File: src/rtl/mips_rf_pkg.sv
// Shared register-file types: index/data widths, the hard-wired zero register
// and the packed writeback entry held in the queue.
package mips_rf_pkg;

    localparam int ADDR_W = 5;
    localparam int DATA_W = 32;

    localparam logic [ADDR_W-1:0] ZERO_REG = 5'd0;

    typedef struct packed {
        logic [ADDR_W-1:0] dst;
        logic [DATA_W-1:0] data;
    } wb_entry_t;

endpackage

File: src/rtl/rf_fwd_match.sv
// Forwarding lookup over the pending writes: the output stage plus every live
// FIFO slot. Later (younger) matches overwrite earlier ones, so the youngest
// pending value for the requested register is returned. Register 0 never hits.
module rf_fwd_match #(
    parameter int DEPTH  = 4,
    parameter int DATA_W = 32,
    parameter int ADDR_W = 5
) (
    input  logic [ADDR_W-1:0]        lookup_reg,
    input  logic [ADDR_W-1:0]        ent_reg  [DEPTH],
    input  logic [DATA_W-1:0]        ent_data [DEPTH],
    input  logic [$clog2(DEPTH)-1:0] head_ptr,
    input  logic [$clog2(DEPTH):0]   occupancy,
    input  logic                     out_valid,
    input  logic [ADDR_W-1:0]        out_reg,
    input  logic [DATA_W-1:0]        out_data,
    output logic                     fwd_hit,
    output logic [DATA_W-1:0]        fwd_data
);
    import mips_rf_pkg::*;

    localparam int PTR_W = $clog2(DEPTH);

    logic [PTR_W-1:0] idx;

    // Oldest-to-youngest scan: output stage first, then head .. tail-1.
    always_comb begin
        fwd_hit  = 1'b0;
        fwd_data = '0;
        idx      = head_ptr;
        if (lookup_reg != '0) begin
            if (out_valid && (out_reg == lookup_reg)) begin
                fwd_hit  = 1'b1;
                fwd_data = out_data;
            end
            for (int k = 0; k < DEPTH; k++) begin
                idx = head_ptr + PTR_W'(k);
                if (((PTR_W+1)'(k) < occupancy) && (ent_reg[idx] == lookup_reg)) begin
                    fwd_hit  = 1'b1;
                    fwd_data = ent_data[idx];
                end
            end
        end
    end

endmodule

File: src/rtl/rf_writeback_queue.sv
// Writeback queue feeding the register file write port. Requests are buffered
// in a small circular FIFO and issued one per cycle into registered rf_* outputs
// that stay stable across the register file's negedge write. Two forwarding
// ports let decode see values that have not reached the register file yet.
module rf_writeback_queue #(
    parameter int DEPTH  = 4,
    parameter int DATA_W = 32,
    parameter int ADDR_W = 5
) (
    input  logic                     clk,
    input  logic                     rst_n,
    input  logic                     wb_valid,
    output logic                     wb_ready,
    input  logic [ADDR_W-1:0]        wb_reg,
    input  logic [DATA_W-1:0]        wb_data,
    input  logic                     drain_en,
    input  logic                     flush,
    output logic                     rf_write_enable,
    output logic [ADDR_W-1:0]        rf_write_register,
    output logic [DATA_W-1:0]        rf_in_data,
    input  logic [ADDR_W-1:0]        fwd_reg1,
    input  logic [ADDR_W-1:0]        fwd_reg2,
    output logic                     fwd_hit1,
    output logic                     fwd_hit2,
    output logic [DATA_W-1:0]        fwd_data1,
    output logic [DATA_W-1:0]        fwd_data2,
    output logic [$clog2(DEPTH):0]   pending_count,
    output logic                     empty,
    output logic                     full
);
    import mips_rf_pkg::*;

    localparam int PTR_W = $clog2(DEPTH);

    logic [PTR_W-1:0]  rd_ptr;
    logic [PTR_W-1:0]  wr_ptr;
    logic [PTR_W:0]    count;
    wb_entry_t         mem [DEPTH];
    logic [ADDR_W-1:0] ent_reg  [DEPTH];
    logic [DATA_W-1:0] ent_data [DEPTH];
    logic              push_acc;
    logic              pop_go;

    assign full          = (count == (PTR_W+1)'(DEPTH));
    assign empty         = (count == '0);
    assign wb_ready      = !full;
    assign pending_count = count;

    // Writes to $zero complete the handshake but are never stored.
    assign push_acc = wb_valid && wb_ready && (wb_reg != ZERO_REG);
    assign pop_go   = drain_en && !empty;

    // Control state and the issued-write registers; flush beats push and pop.
    always_ff @(posedge clk or negedge rst_n) begin
        if (!rst_n) begin
            rd_ptr            <= '0;
            wr_ptr            <= '0;
            count             <= '0;
            rf_write_enable   <= 1'b0;
            rf_write_register <= '0;
            rf_in_data        <= '0;
        end else if (flush) begin
            rd_ptr          <= '0;
            wr_ptr          <= '0;
            count           <= '0;
            rf_write_enable <= 1'b0;
        end else begin
            if (push_acc) begin
                wr_ptr <= wr_ptr + PTR_W'(1);
            end
            if (pop_go) begin
                rd_ptr            <= rd_ptr + PTR_W'(1);
                rf_write_enable   <= 1'b1;
                rf_write_register <= mem[rd_ptr].dst;
                rf_in_data        <= mem[rd_ptr].data;
            end else begin
                rf_write_enable <= 1'b0;
            end
            case ({push_acc, pop_go})
                2'b10:   count <= count + (PTR_W+1)'(1);
                2'b01:   count <= count - (PTR_W+1)'(1);
                default: count <= count;
            endcase
        end
    end

    // FIFO storage; slots are only meaningful while covered by count.
    always_ff @(posedge clk) begin
        if (push_acc && !flush) begin
            mem[wr_ptr] <= '{dst: wb_reg, data: wb_data};
        end
    end

    // Split the stored entries into per-field arrays for the lookup blocks.
    always_comb begin
        for (int i = 0; i < DEPTH; i++) begin
            ent_reg[i]  = mem[i].dst;
            ent_data[i] = mem[i].data;
        end
    end

    rf_fwd_match #(
        .DEPTH  (DEPTH),
        .DATA_W (DATA_W),
        .ADDR_W (ADDR_W)
    ) u_fwd1 (
        .lookup_reg (fwd_reg1),
        .ent_reg    (ent_reg),
        .ent_data   (ent_data),
        .head_ptr   (rd_ptr),
        .occupancy  (count),
        .out_valid  (rf_write_enable),
        .out_reg    (rf_write_register),
        .out_data   (rf_in_data),
        .fwd_hit    (fwd_hit1),
        .fwd_data   (fwd_data1)
    );

    rf_fwd_match #(
        .DEPTH  (DEPTH),
        .DATA_W (DATA_W),
        .ADDR_W (ADDR_W)
    ) u_fwd2 (
        .lookup_reg (fwd_reg2),
        .ent_reg    (ent_reg),
        .ent_data   (ent_data),
        .head_ptr   (rd_ptr),
        .occupancy  (count),
        .out_valid  (rf_write_enable),
        .out_reg    (rf_write_register),
        .out_data   (rf_in_data),
        .fwd_hit    (fwd_hit2),
        .fwd_data   (fwd_data2)
    );

endmodule

File: config.mk
export PLATFORM = sky130hd
export DESIGN_NAME = rf_writeback_queue
export DESIGN_NICKNAME = d
export VERILOG_FILES = /design/src/rtl/mips_rf_pkg.sv /design/src/rtl/rf_fwd_match.sv /design/src/rtl/rf_writeback_queue.sv
export SDC_FILE = /design/constraint.sdc
export NUM_CORES = 1
export LEC_CHECK = 0
export BUFFER_PORTS_ARGS = -buffer_cell sky130_fd_sc_hd__buf_2
export CORE_MARGIN = 2
export CORE_UTILIZATION = 25
export CTS_CLUSTER_DIAMETER = 40
export DETAILED_ROUTE_END_ITERATION = 7
export GPL_TIMING_DRIVEN = 0
export PLACE_DENSITY_LB_ADDON = 0.2
export REMOVE_ABC_BUFFERS = 1
export SYNTH_ARGS = -nofsm -noshare
export SYNTH_HDL_FRONTEND = slang
export SYNTH_SLANG_ARGS = --single-unit
File: constraint.sdc
create_clock -name clk -period 3.35 [get_ports clk]
set_input_delay 0.1675 -clock clk [delete_from_list [all_inputs] [get_ports clk]]
set_output_delay 0.1675 -clock clk [all_outputs]
set_load 0.01 [all_outputs]
==> flow_metrics.env, run 1 <==
export IMPL_vias_per_cell=5.56
export IMPL_ant_nets=0
export IMPL_cp_cell_sequence="buf_4 -> buf_16 -> mux4_2 -> xnor2_2 -> nand4_1 -> buf_4 -> nor3_4 -> buf_6 -> buf_12 -> buf_12 -> a32o_1 -> a31o_1 -> buf_2"
export IMPL_cts_sinks=193
export IMPL_grt_pass1_wl_um=78500
export IMPL_drc=0
export IMPL_ys_flop_type="edfxtp_1"
export IMPL_period_share_pct=106
export IMPL_slew_headroom_pct=43.8
export IMPL_htreeDepth=4
export IMPL_stdcell_area_sq_um=19100
export IMPL_synth_enable_flop_cells=148
export IMPL_syn_inst=998
export IMPL_cts_inserted_buffers=17
export IMPL_grt_use_met2_pct=33.4
export IMPL_nNetsFinal=1320
export IMPL_top_usage_layer="met2"
export IMPL_via_count=10900
export IMPL_antenna_found_initial=3
export IMPL_dp_hpwl_um=32900
export IMPL_syn_cell_area_sq_um=13400
export IMPL_seqPwrFrac_pct=28.9
export IMPL_area_growth_pct=42.6
export IMPL_seq_area_frac_synth_pct=41.6
export IMPL_fmax_mhz=281
export IMPL_gp_congestion=0.724
export IMPL_cp_end_kind="output port"
export IMPL_hold_viol_final=0
export IMPL_synth_seq_cells=193
export IMPL_switchingPower_uw=4860
export IMPL_final_setup_skew_ns=0.00819
export IMPL_min_period_ns=3.55
export IMPL_arrival_ns=3.39
export IMPL_io_pins=162
export IMPL_outcome="finished with violations"
export IMPL_min_delay_start="flush"
export IMPL_leakagePower_uw=0.00662
export IMPL_slowest_delay_ns=0.53
export IMPL_port_buffers=161
export IMPL_core_sq_um=52800
export IMPL_syn_area_per_cell_sq_um=13.4
export IMPL_tns_ns=-7.42
export IMPL_share_comb_of_total_power_pct=52.7
export IMPL_path_class="flip-flop to output port"
export IMPL_use_met3_pct=4.39
export IMPL_async_flop_share_pct=23.3
export IMPL_critPathBufInv=7
export IMPL_fill_cells=5038
export IMPL_crit_fanout=14
export IMPL_grt_pass1_vias=11400
export IMPL_p_int_uw=7170
export IMPL_swShare_pct=40.4
export IMPL_grt_ovfl_total=0
export IMPL_dpl_worst_slack_ns=-1.39
export IMPL_yosysWarnings=0
export IMPL_wirelength_um=54700
export IMPL_hp_class="input pin to flip-flop"
export IMPL_holdPathStages=2
export IMPL_dieArea_sq_um=55500
export IMPL_fp_dieH_um=236
export IMPL_failed_checks="negative setup slack"
export IMPL_seq_area_sq_um=5580
export IMPL_start_util_pct=25.4
export IMPL_fp_dieW_um=236
export IMPL_crit_required_ns=3.18
export IMPL_ys_types=58
export IMPL_r2r_setup_slack_ns=0.52
export IMPL_drt_pre_antenna_iters=5
export IMPL_tightest_slew_ns=0.839
export IMPL_grtUsageTotal_pct=19.4
export IMPL_wl_per_cell_um=27.9
export IMPL_hold_end="pending_count[0]"
export IMPL_reg2reg_to="mem[0][6]"
export IMPL_drt_iter0_markers=746
export IMPL_place_area_sq_um=15300
export IMPL_clkLatencyLatePin_ns=0.46
export IMPL_grt_util_met1_pct=23.3
export IMPL_ir_drop_uv=469
export IMPL_cts_root_buf="clkbuf_16"
export IMPL_r2r_cells=7
export IMPL_path_clk_slew_ns=0.07
export IMPL_drv_cap=0
export IMPL_grt_max_degree=53
export IMPL_cts_tree="built"
export IMPL_worst_slack_ns=-0.204
export IMPL_crit_slowest_cell="dfrtp_4"
export IMPL_rsz0062_at_grt="yes"
export IMPL_p_per_area_nw_per_um2=629
export IMPL_crit_family="buffers and inverters"
export IMPL_timing_hold_ws_ns=0.0267
export IMPL_slew_viol_final=0
export IMPL_multi_input_area_sq_um=8510
export IMPL_drive_gt1_share_pct=53.3
export IMPL_setup_violations=64
export IMPL_clkPwrFrac_pct=18.5
export IMPL_row_count=84
export IMPL_cts_max_path_buffers=2
export IMPL_r2r_start="pending_count[0]"
export IMPL_critPathLaunchType="flip-flop"
-- power by group through the flow --
stage	Sequential (uW)	Clock, uW	Combinational (uW)
global placement	3750	0	4100
detailed placement	3550	0	5080
floorplan	3770	0	3020
finish	3470	2220	6330
global route	3530	2350	6740
CTS	3420	2290	6150
-- worst max path at each step --
stage / startpoint / endpoint / slack (ns) / cells after the start
5_1_grt: rd_ptr[0] / fwd_data2[14] / -0.28 / 12
3_3_place_gp: rd_ptr[0] / fwd_data2[0] / -10.27 / 7
3_5_place_dp: rd_ptr[1] / fwd_data1[23] / -1.39 / 8
2_1_floorplan: rd_ptr[0] / fwd_data2[0] / -5.63 / 6
6_report: rd_ptr[0] / fwd_data1[4] / -0.20 / 13
4_1_cts: rd_ptr[0] / fwd_data2[4] / -0.23 / 10
-- per-stage QoR --
stage | total power [uW] | utilization [%] | instances
6_report | 12000 | 36.2 | 1962
3_5_place_dp | 8630 | 29.0 | 1771
3_3_place_gp | 7850 | 27.4 | 1736
2_1_floorplan | 6800 | - | 887
4_1_cts | 11900 | 34.9 | 1938
5_1_grt | 12600 | 36.2 | 1962
-- cell usage after synthesis, drive strengths merged (2+ instances only) --
master  instances  area, sq um
nor3            5         41.3
a221oi         62          800
a31o            2         17.5
inv             6         22.5
mux2i          94          941
nor2           52          215
a32oi          62          543
edfxtp        148         4440
a21oi           4         20.0
nor3b           2         15.0
o211ai          2         15.0
nor4b           2         17.5
clkbuf         58          218
and2            7         43.8
buf            53          365
o21bai          2         15.0
mux4           92         2070
nand2          12         45.0
xnor2          40          365
or4             3         22.5
o21ba           3         36.3
nor2b           3         18.8
or3             2         12.5
or2             4         25.0
xor2           15          131
o21ai           5         25.0
nand3          32          160
dfrtp          45         1130
o31ai          62          465
nand4           5         43.8
ha              8          100
nand2b          2         12.5
and3           26          163
mux2           65          732
a32o            2         20.0
nor4            3         18.8
a221o           2         20.0
-- flip-flops by register name, summed over array words and instances, names as in the netlist --
name	flops
rf_in_data	32
wr_ptr	2
mem	148
rf_write_register	5
rd_ptr	2
rf_write_enable	1
pending_count	3
-- cell type report --
class / instances / area share, %
Multi-Input combinational cell: 692 / 44.5
Sequential cell: 193 / 29.2
Timing Repair Buffer: 350 / 18.4
Tap cell: 688 / 4.51
Clock buffer: 19 / 2.27
Clock inverter: 13 / 0.969
Inverter: 6 / 0.118
Antenna cell: 1 / 0.0131
-- layout by cell type (no fill, tap or decap), types with 19 or more instances in the layout --
cell	instances
buf_2	159
edfxtp_1	148
mux2i_1	94
mux4_2	92
mux2_2	65
a32oi_1	56
buf_4	52
nor2_1	44
dfrtp_1	43
dlygate4sd3_1	38
buf_12	38
a221oi_2	35
buf_6	32
nand3_1	29
a221oi_4	26
o31ai_2	26
and3_1	26
xnor2_1	23
o31ai_4	23
buf_16	23
clkbuf_16	19
-- layer usage --
| layer | vias to the layer above | wire (um) | part of all wire [%] |
|---|---|---|---|
| li1 | 4695 | - | - |
| met4 | 2 | 1520 | 2.8 |
| met3 | 87 | 3340 | 6.1 |
| met1 | 5696 | 22400 | 41 |
| met2 | 419 | 27400 | 50 |
| met5 | - | 7 | 0.013 |
-- what timing repair did --
item | CTS | global route
endpoints found under the setup margin | 66 | 66
pin swaps | 65 | 44
gates cloned | 13 | 2
buffers inserted | 84 | 22
hold buffers | 38 | 0
hold endpoints to repair | 193 | 0
resized for setup | 148 | 75
-- logic make-up after synthesis --
logic type                 share of synthesized area (%)
muxes                                               28.0
buffers and inverters                               4.52
DFF                                                 41.6
adders and majority gates                          0.822
xor gates and xnor gates                            3.71
and+or+nand+nor                                     6.45
AOI/OAI and AO/OA                                   15.0
(Power assumes the default switching activity.)
==> inputs of run 2 (changes only) <==
--- a/config.mk
+++ b/config.mk
@@ -15,4 +15,5 @@
 export REMOVE_ABC_BUFFERS = 1
 export SYNTH_ARGS = -nofsm -noshare
 export SYNTH_HDL_FRONTEND = slang
+export SYNTH_HIERARCHICAL = 1
 export SYNTH_SLANG_ARGS = --single-unit
==> flow_metrics.env, run 2 <==
export IMPL_regMostFlops="mem"
export IMPL_synth_seq_cells=193
export IMPL_final_common_cell="mux2i_1"
export IMPL_muxShareOfSynthArea_pct=23.7
export IMPL_dpl_worst_slack_ns=-1.65
export IMPL_hp_class="input pin to flip-flop"
export IMPL_fin_cells=2713
export IMPL_crit_fanout=11
export IMPL_seq_area_frac_synth_pct=32.7
export IMPL_drive_gt1_share_pct=38.8
export IMPL_clkLatencyLatePin_ns=0.52
export IMPL_grt_max_degree=80
export IMPL_wirelength_um=82900
export IMPL_grt_pass1_wl_um=114000
export IMPL_period_share_pct=114
export IMPL_setup_violations=66
export IMPL_start_util_pct=25.3
export IMPL_crit_path_start="rd_ptr[1]"
export IMPL_synth_most_common_cell="mux2i_1"
export IMPL_port_buffers=161
export IMPL_ir_drop_uv=530
export IMPL_via_count=16900
export IMPL_core_sq_um=67300
export IMPL_path_clk_slew_ns=0.08
export IMPL_ys_flop_type="edfxtp_1"
export IMPL_holdPathStages=4
export IMPL_outcome="finished with violations"
export IMPL_path_class="flip-flop to output port"
export IMPL_yosysWarnings=6
export IMPL_ant_nets=0
export IMPL_synth_top_area_cell="edfxtp_1"
export IMPL_synth_top_area_share_pct=26.1
export IMPL_drv_cap=0
export IMPL_final_cell_mix="mux2i_1 (214), edfxtp_1 (148), buf_2 (109)"
export IMPL_leakagePower_uw=0.00777
export IMPL_crit_slowest_cell="dfrtp_4"
export IMPL_grt_ovfl_total=0
export IMPL_cts_inserted_buffers=17
export IMPL_fmax_mhz=262
export IMPL_fp_dieW_um=265
export IMPL_place_area_sq_um=19100
export IMPL_tns_ns=-25.94
export IMPL_p_per_area_nw_per_um2=687
export IMPL_cts_root_buf="clkbuf_16"
export IMPL_drc=0
export IMPL_cp_cell_sequence="buf_12 -> buf_16 -> mux2_4 -> mux2i_2 -> xor2_1 -> nand4_1 -> buf_6 -> or3_4 -> buf_12 -> buf_16 -> o221ai_2 -> a32o_1 -> buf_2"
export IMPL_worst_slack_ns=-0.468
export IMPL_synthSimpleGateAreaFrac_pct=8.28
export IMPL_hold_viol_final=0
export IMPL_dp_hpwl_um=44800
export IMPL_htreeDepth=4
export IMPL_dp_cells=2510
export IMPL_syn_area_per_cell_sq_um=10.5
export IMPL_synth_enable_flop_cells=148
export IMPL_min_period_ns=3.82
export IMPL_fp_dieH_um=265
export IMPL_tightest_slew_ns=1.02
export IMPL_rsz0062_at_grt="yes"
export IMPL_antenna_found_initial=3
export IMPL_slew_viol_final=0
export IMPL_synth_fa_ha_area_share_pct=0.412
export IMPL_nNetsFinal=1883
export IMPL_syn_cell_area_sq_um=17000
export IMPL_cts_sinks=193
export IMPL_cts_tree="built"
export IMPL_r2r_cells=5
export IMPL_crit_required_ns=3.18
export IMPL_slowest_delay_ns=0.52
export IMPL_drt_iter0_markers=1784
export IMPL_syn_inst=1615
export IMPL_row_count=95
export IMPL_cp_end_kind="output port"
export IMPL_vias_per_cell=6.23
export IMPL_finalCoreUtilization_pct=34.6
export IMPL_stdcell_area_sq_um=23300
export IMPL_cts_max_path_buffers=2
export IMPL_failed_checks="negative setup slack"
export IMPL_gp_congestion=0.794
export IMPL_top_regs="mem: 148 flops, rf_in_data: 32 flops, rf_write_register: 5 flops"
export IMPL_ys_types=55
export IMPL_final_setup_skew_ns=0.0158
export IMPL_io_pins=162
export IMPL_synth_compound_area_share_pct=27.0
export IMPL_synth_xor_area_share_pct=2.57
export IMPL_largest_reg_flops=148
export IMPL_synth_top_family_by_area="compound AO/OA/AOI/OAI gates"
export IMPL_async_flop_share_pct=23.3
export IMPL_arrival_ns=3.65
export IMPL_synth_common_cells="mux2i_1 (221), edfxtp_1 (148), clkbuf_1 (137)"
export IMPL_r2r_start="pending_count[1]"
export IMPL_critPathLaunchType="flip-flop"
export IMPL_dieArea_sq_um=70200
export IMPL_slew_headroom_pct=31.9
export IMPL_grtUsageTotal_pct=22.1
export IMPL_drt_pre_antenna_iters=8
export IMPL_grt_pass1_vias=16400
export IMPL_wl_per_cell_um=30.6
export IMPL_area_growth_pct=36.6
export IMPL_min_delay_start="drain_en"
export IMPL_synth_area_leaders="edfxtp_1 (26%), mux2i_1 (13%), dfrtp_1 (6.6%)"
==> run 2: kinds of logic (layout without fill, tap and decap cells) <==
logic type	count (synthesis)	count (layout)
AO/OA/AOI/OAI	532	532
adder cells (fa/ha/maj)	5	5
multiplexers	339	339
AND/OR/NAND/NOR	295	306
other	0	1
buffers and inverters	201	414
XOR/XNOR	50	50
flip-flops	193	193
==> run 2: stage by stage <==
| step | hold slack [ns] | power, uW |
|---|---|---|
| 6_report | 0.0408 | 16000 |
| 5_1_grt | 0.0311 | 16700 |
| 4_1_cts | 0.0116 | 15100 |
| 3_5_place_dp | 0.0578 | 11100 |
| 3_3_place_gp | 0.378 | 9340 |
| 2_1_floorplan | -0.128 | 8160 |
==> run 2: cell type report <==
cell class	instances	area, sq um
clock inverter	12	104
multi-input combinational	1232	11700
tap	873	1090
timing repair inverter	3	28.8
timing repair buffer	373	4200
inverter	6	65.1
fill	6717	44000
clock buffer	20	500
antenna	1	2.50
sequential	193	5580
==> run 2: path summary, 6_finish.rpt <==
kind / endpoint / slack (ns)
max: fwd_data2[9] / -0.47
max reg2reg: rf_in_data[31] / 0.55
max in group asynchronous: rd_ptr[0] / 2.73
min in group asynchronous: rf_in_data[29] / 0.05
min reg2reg: rf_in_data[28] / 0.58
min: rd_ptr[0] / 0.04
==> run 2: critical path: cells and delay by family (launching register included) <==
| kind | cells | cell delay, ns |
|---|---|---|
| multiplexers | 2 | 0.50 |
| AND/OR/NAND/NOR | 2 | 0.58 |
| buffers and inverters | 6 | 0.94 |
| XOR/XNOR | 1 | 0.21 |
| flip-flops | 1 | 0.52 |
| AO/OA/AOI/OAI | 2 | 0.35 |
==> run 2: metal layers <==
metal  GRT usage, %  vias up  routed length (um)
met3           5.49      182                7580
met5              0        -                  14
met2           35.3      929               37900
met1           29.0     8599               34500
li1               -     7180                   -
met4           7.88        4                2820
==> run 2: timing repair <==
item / 4_1_cts / 5_1_grt
endpoints found under the setup margin: 66 / 66
gates cloned: 29 / 11
hold buffers: 39 / 0
pin swaps: 66 / 105
hold endpoints to repair: 197 / 0
setup buffers: 63 / 31
resized for setup: 166 / 173
==> run 2: where the power goes <==
group / internal [uW] / total [uW] / switching [uW]
Clock: 1100 / 2180 / 1070
Sequential: 2980 / 3540 / 559
Combinational: 4890 / 10300 / 5380
==> inputs of run 3 (changes only) <==
--- a/config.mk
+++ b/config.mk
@@ -10,10 +10,9 @@
 export CORE_UTILIZATION = 25
 export CTS_CLUSTER_DIAMETER = 40
 export DETAILED_ROUTE_END_ITERATION = 7
-export GPL_TIMING_DRIVEN = 0
 export PLACE_DENSITY_LB_ADDON = 0.2
 export REMOVE_ABC_BUFFERS = 1
+export SKIP_LAST_GASP = 1
 export SYNTH_ARGS = -nofsm -noshare
 export SYNTH_HDL_FRONTEND = slang
-export SYNTH_HIERARCHICAL = 1
 export SYNTH_SLANG_ARGS = --single-unit
==> flow_metrics.env, run 3 (synthesized netlist as in run 1, its figures left out) <==
export IMPL_outcome="finished with violations"
export IMPL_failed_checks="negative setup slack"
export IMPL_regMostFlops="mem"
export IMPL_arrival_ns=3.22
export IMPL_finalCoreUtilization_pct=34.3
export IMPL_grtUsageTotal_pct=18.1
export IMPL_grt_pass1_vias=10900
export IMPL_row_count=84
export IMPL_place_area_sq_um=15400
export IMPL_largest_reg_flops=148
export IMPL_start_util_pct=25.4
export IMPL_cts_root_buf="clkbuf_16"
export IMPL_fill_cells=5196
export IMPL_drv_cap=0
export IMPL_crit_slowest_cell="mux4_2"
export IMPL_tightest_slew_ns=0.638
export IMPL_leakagePower_uw=0.00614
export IMPL_antenna_found_initial=4
export IMPL_ant_nets=0
export IMPL_port_buffers=161
export IMPL_period_share_pct=101
export IMPL_slowest_delay_ns=0.58
export IMPL_cts_inserted_buffers=17
export IMPL_vias_per_cell=5.62
export IMPL_min_delay_start="flush"
export IMPL_dieArea_sq_um=55500
export IMPL_area_growth_pct=35.0
export IMPL_wirelength_um=52200
export IMPL_path_clk_slew_ns=0.07
export IMPL_drt_pre_antenna_iters=5
export IMPL_critPathBufInv=4
export IMPL_stdcell_area_sq_um=18100
export IMPL_crit_family="buffers and inverters"
export IMPL_p_per_area_nw_per_um2=634
export IMPL_holdPathStages=2
export IMPL_fp_dieW_um=236
export IMPL_hold_end="rd_ptr[0]"
export IMPL_crit_required_ns=3.18
export IMPL_dp_hpwl_um=31800
export IMPL_dp_cells=1798
export IMPL_grt_ovfl_total=0
export IMPL_final_common_cell="buf_2"
export IMPL_final_cell_mix="buf_2 (156), edfxtp_1 (148), mux4_2 (92), mux2i_1 (92), mux2_2 (65)"
export IMPL_cts_max_path_buffers=2
export IMPL_fp_dieH_um=236
export IMPL_timing_hold_ws_ns=0.0239
export IMPL_gp_congestion=0.789
export IMPL_worst_slack_ns=-0.0422
export IMPL_slew_headroom_pct=57.5
export IMPL_ir_drop_uv=452
export IMPL_core_sq_um=52800
export IMPL_slew_viol_final=0
export IMPL_cp_end_kind="output port"
export IMPL_rsz0062_at_grt="yes"
export IMPL_nNetsFinal=1271
export IMPL_hp_class="input pin to flip-flop"
export IMPL_setup_violations=24
export IMPL_top_regs="mem: 148 flops, rf_in_data: 32 flops, rf_write_register: 5 flops"
export IMPL_wl_per_cell_um=27.3
export IMPL_grt_pass1_wl_um=74500
export IMPL_via_count=10800
export IMPL_io_pins=162
export IMPL_clkLatencyLatePin_ns=0.47
export IMPL_path_class="flip-flop to output port"
export IMPL_total_power_uw=11500
export IMPL_fin_cells=1914
export IMPL_cp_cell_sequence="buf_6 -> mux4_2 -> xnor2_1 -> and2_4 -> nand3_1 -> o211ai_1 -> buf_4 -> clkbuf_16 -> o31ai_2 -> buf_2"
export IMPL_min_period_ns=3.39
export IMPL_crit_fanout=8
export IMPL_critPathLaunchType="flip-flop"
export IMPL_r2r_start="pending_count[0]"
export IMPL_final_setup_skew_ns=0.0120
export IMPL_hold_viol_final=0
export IMPL_r2r_setup_slack_ns=0.93
export IMPL_fmax_mhz=295
export IMPL_cts_tree="built"
export IMPL_reg2reg_to="mem[2][16]"
export IMPL_drt_iter0_markers=956
export IMPL_htreeDepth=4
export IMPL_r2r_cells=8
export IMPL_drive_gt1_share_pct=51.7
export IMPL_drc=0
export IMPL_cts_sinks=193
export IMPL_grt_max_degree=119
## run 3: cell count changes in the layout (fill, tap and decap cells not counted), moves of 54 or more
| cell | change |
|---|---|
| a32o_2 | -57 |
| a211oi_1 | -108 |
| nand2_1 | -65 |
| nor2b_1 | -54 |
| buf_6 | -57 |
| o221ai_2 | -74 |
| mux2i_1 | -122 |
## run 3: worst max-delay path by stage
stage	start	to	slack, ns	depth (start not counted)
final	rd_ptr[1]	fwd_data2[16]	-0.04	10
after global placement	rd_ptr[0]	fwd_data2[22]	0.07	10
after detailed placement	rd_ptr[0]	fwd_data2[22]	0.14	10
after floorplan	rd_ptr[0]	fwd_data2[0]	-5.63	6
after CTS	rd_ptr[0]	fwd_data2[13]	-0.04	10
after global routing	rd_ptr[0]	fwd_data2[30]	-0.14	12
## run 3: layer usage
layer	routed length (um)	track usage (%)	vias to the layer above
met5	13	0	-
met4	1090	5.19	2
met3	2920	3.05	73
met2	25000	29.9	430
met1	23100	24.4	5653
li1	-	-	4595
## run 3: power by group
part	switching (uW)	leakage, uW	total [uW]	internal, uW
Clock	972	0.000274	2080	1110
Sequential	515	0.00188	3470	2950
Combinational	3230	0.00398	5920	2690
## run 3: worst register-to-register path: cells and delay by family, from the launching register on
family | cells | cell delay, ns
AOI/OAI and AO/OA | 1 | 0.11
buffers and inverters | 3 | 0.58
DFF | 1 | 0.49
adders and majority gates | 1 | 0.23
and+or+nand+nor | 3 | 0.68
## run 3: metrics by stage
step,TNS (ns),setup slack [ns]
2_1_floorplan,-432.04,-5.63
3_3_place_gp,0,0.0748
3_5_place_dp,0,0.138
4_1_cts,-0.454,-0.0421
5_1_grt,-5.64,-0.138
6_report,-0.503,-0.0422
## run 3: repair_timing
action | in CTS | in global routing
endpoints found under the hold margin | 158 | 0
pin swaps | 29 | 30
setup buffers | 28 | 10
endpoints found under the setup margin | 66 | 66
cloned | 5 | 4
gates resized for setup | 127 | 73
hold buffers | 38 | 0
## run 3: cell type report
| cell class | instances | area [sq um] | share of cell area, % |
|---|---|---|---|
| multi-input combinational | 688 | 8350 | 46.1 |
| sequential | 193 | 5580 | 30.8 |
| timing repair buffer | 305 | 2710 | 15.0 |
| tap | 688 | 861 | 4.76 |
| clock buffer | 20 | 437 | 2.41 |
| clock inverter | 12 | 135 | 0.747 |
| inverter | 6 | 22.5 | 0.124 |
| antenna | 2 | 5.00 | 0.0277 |
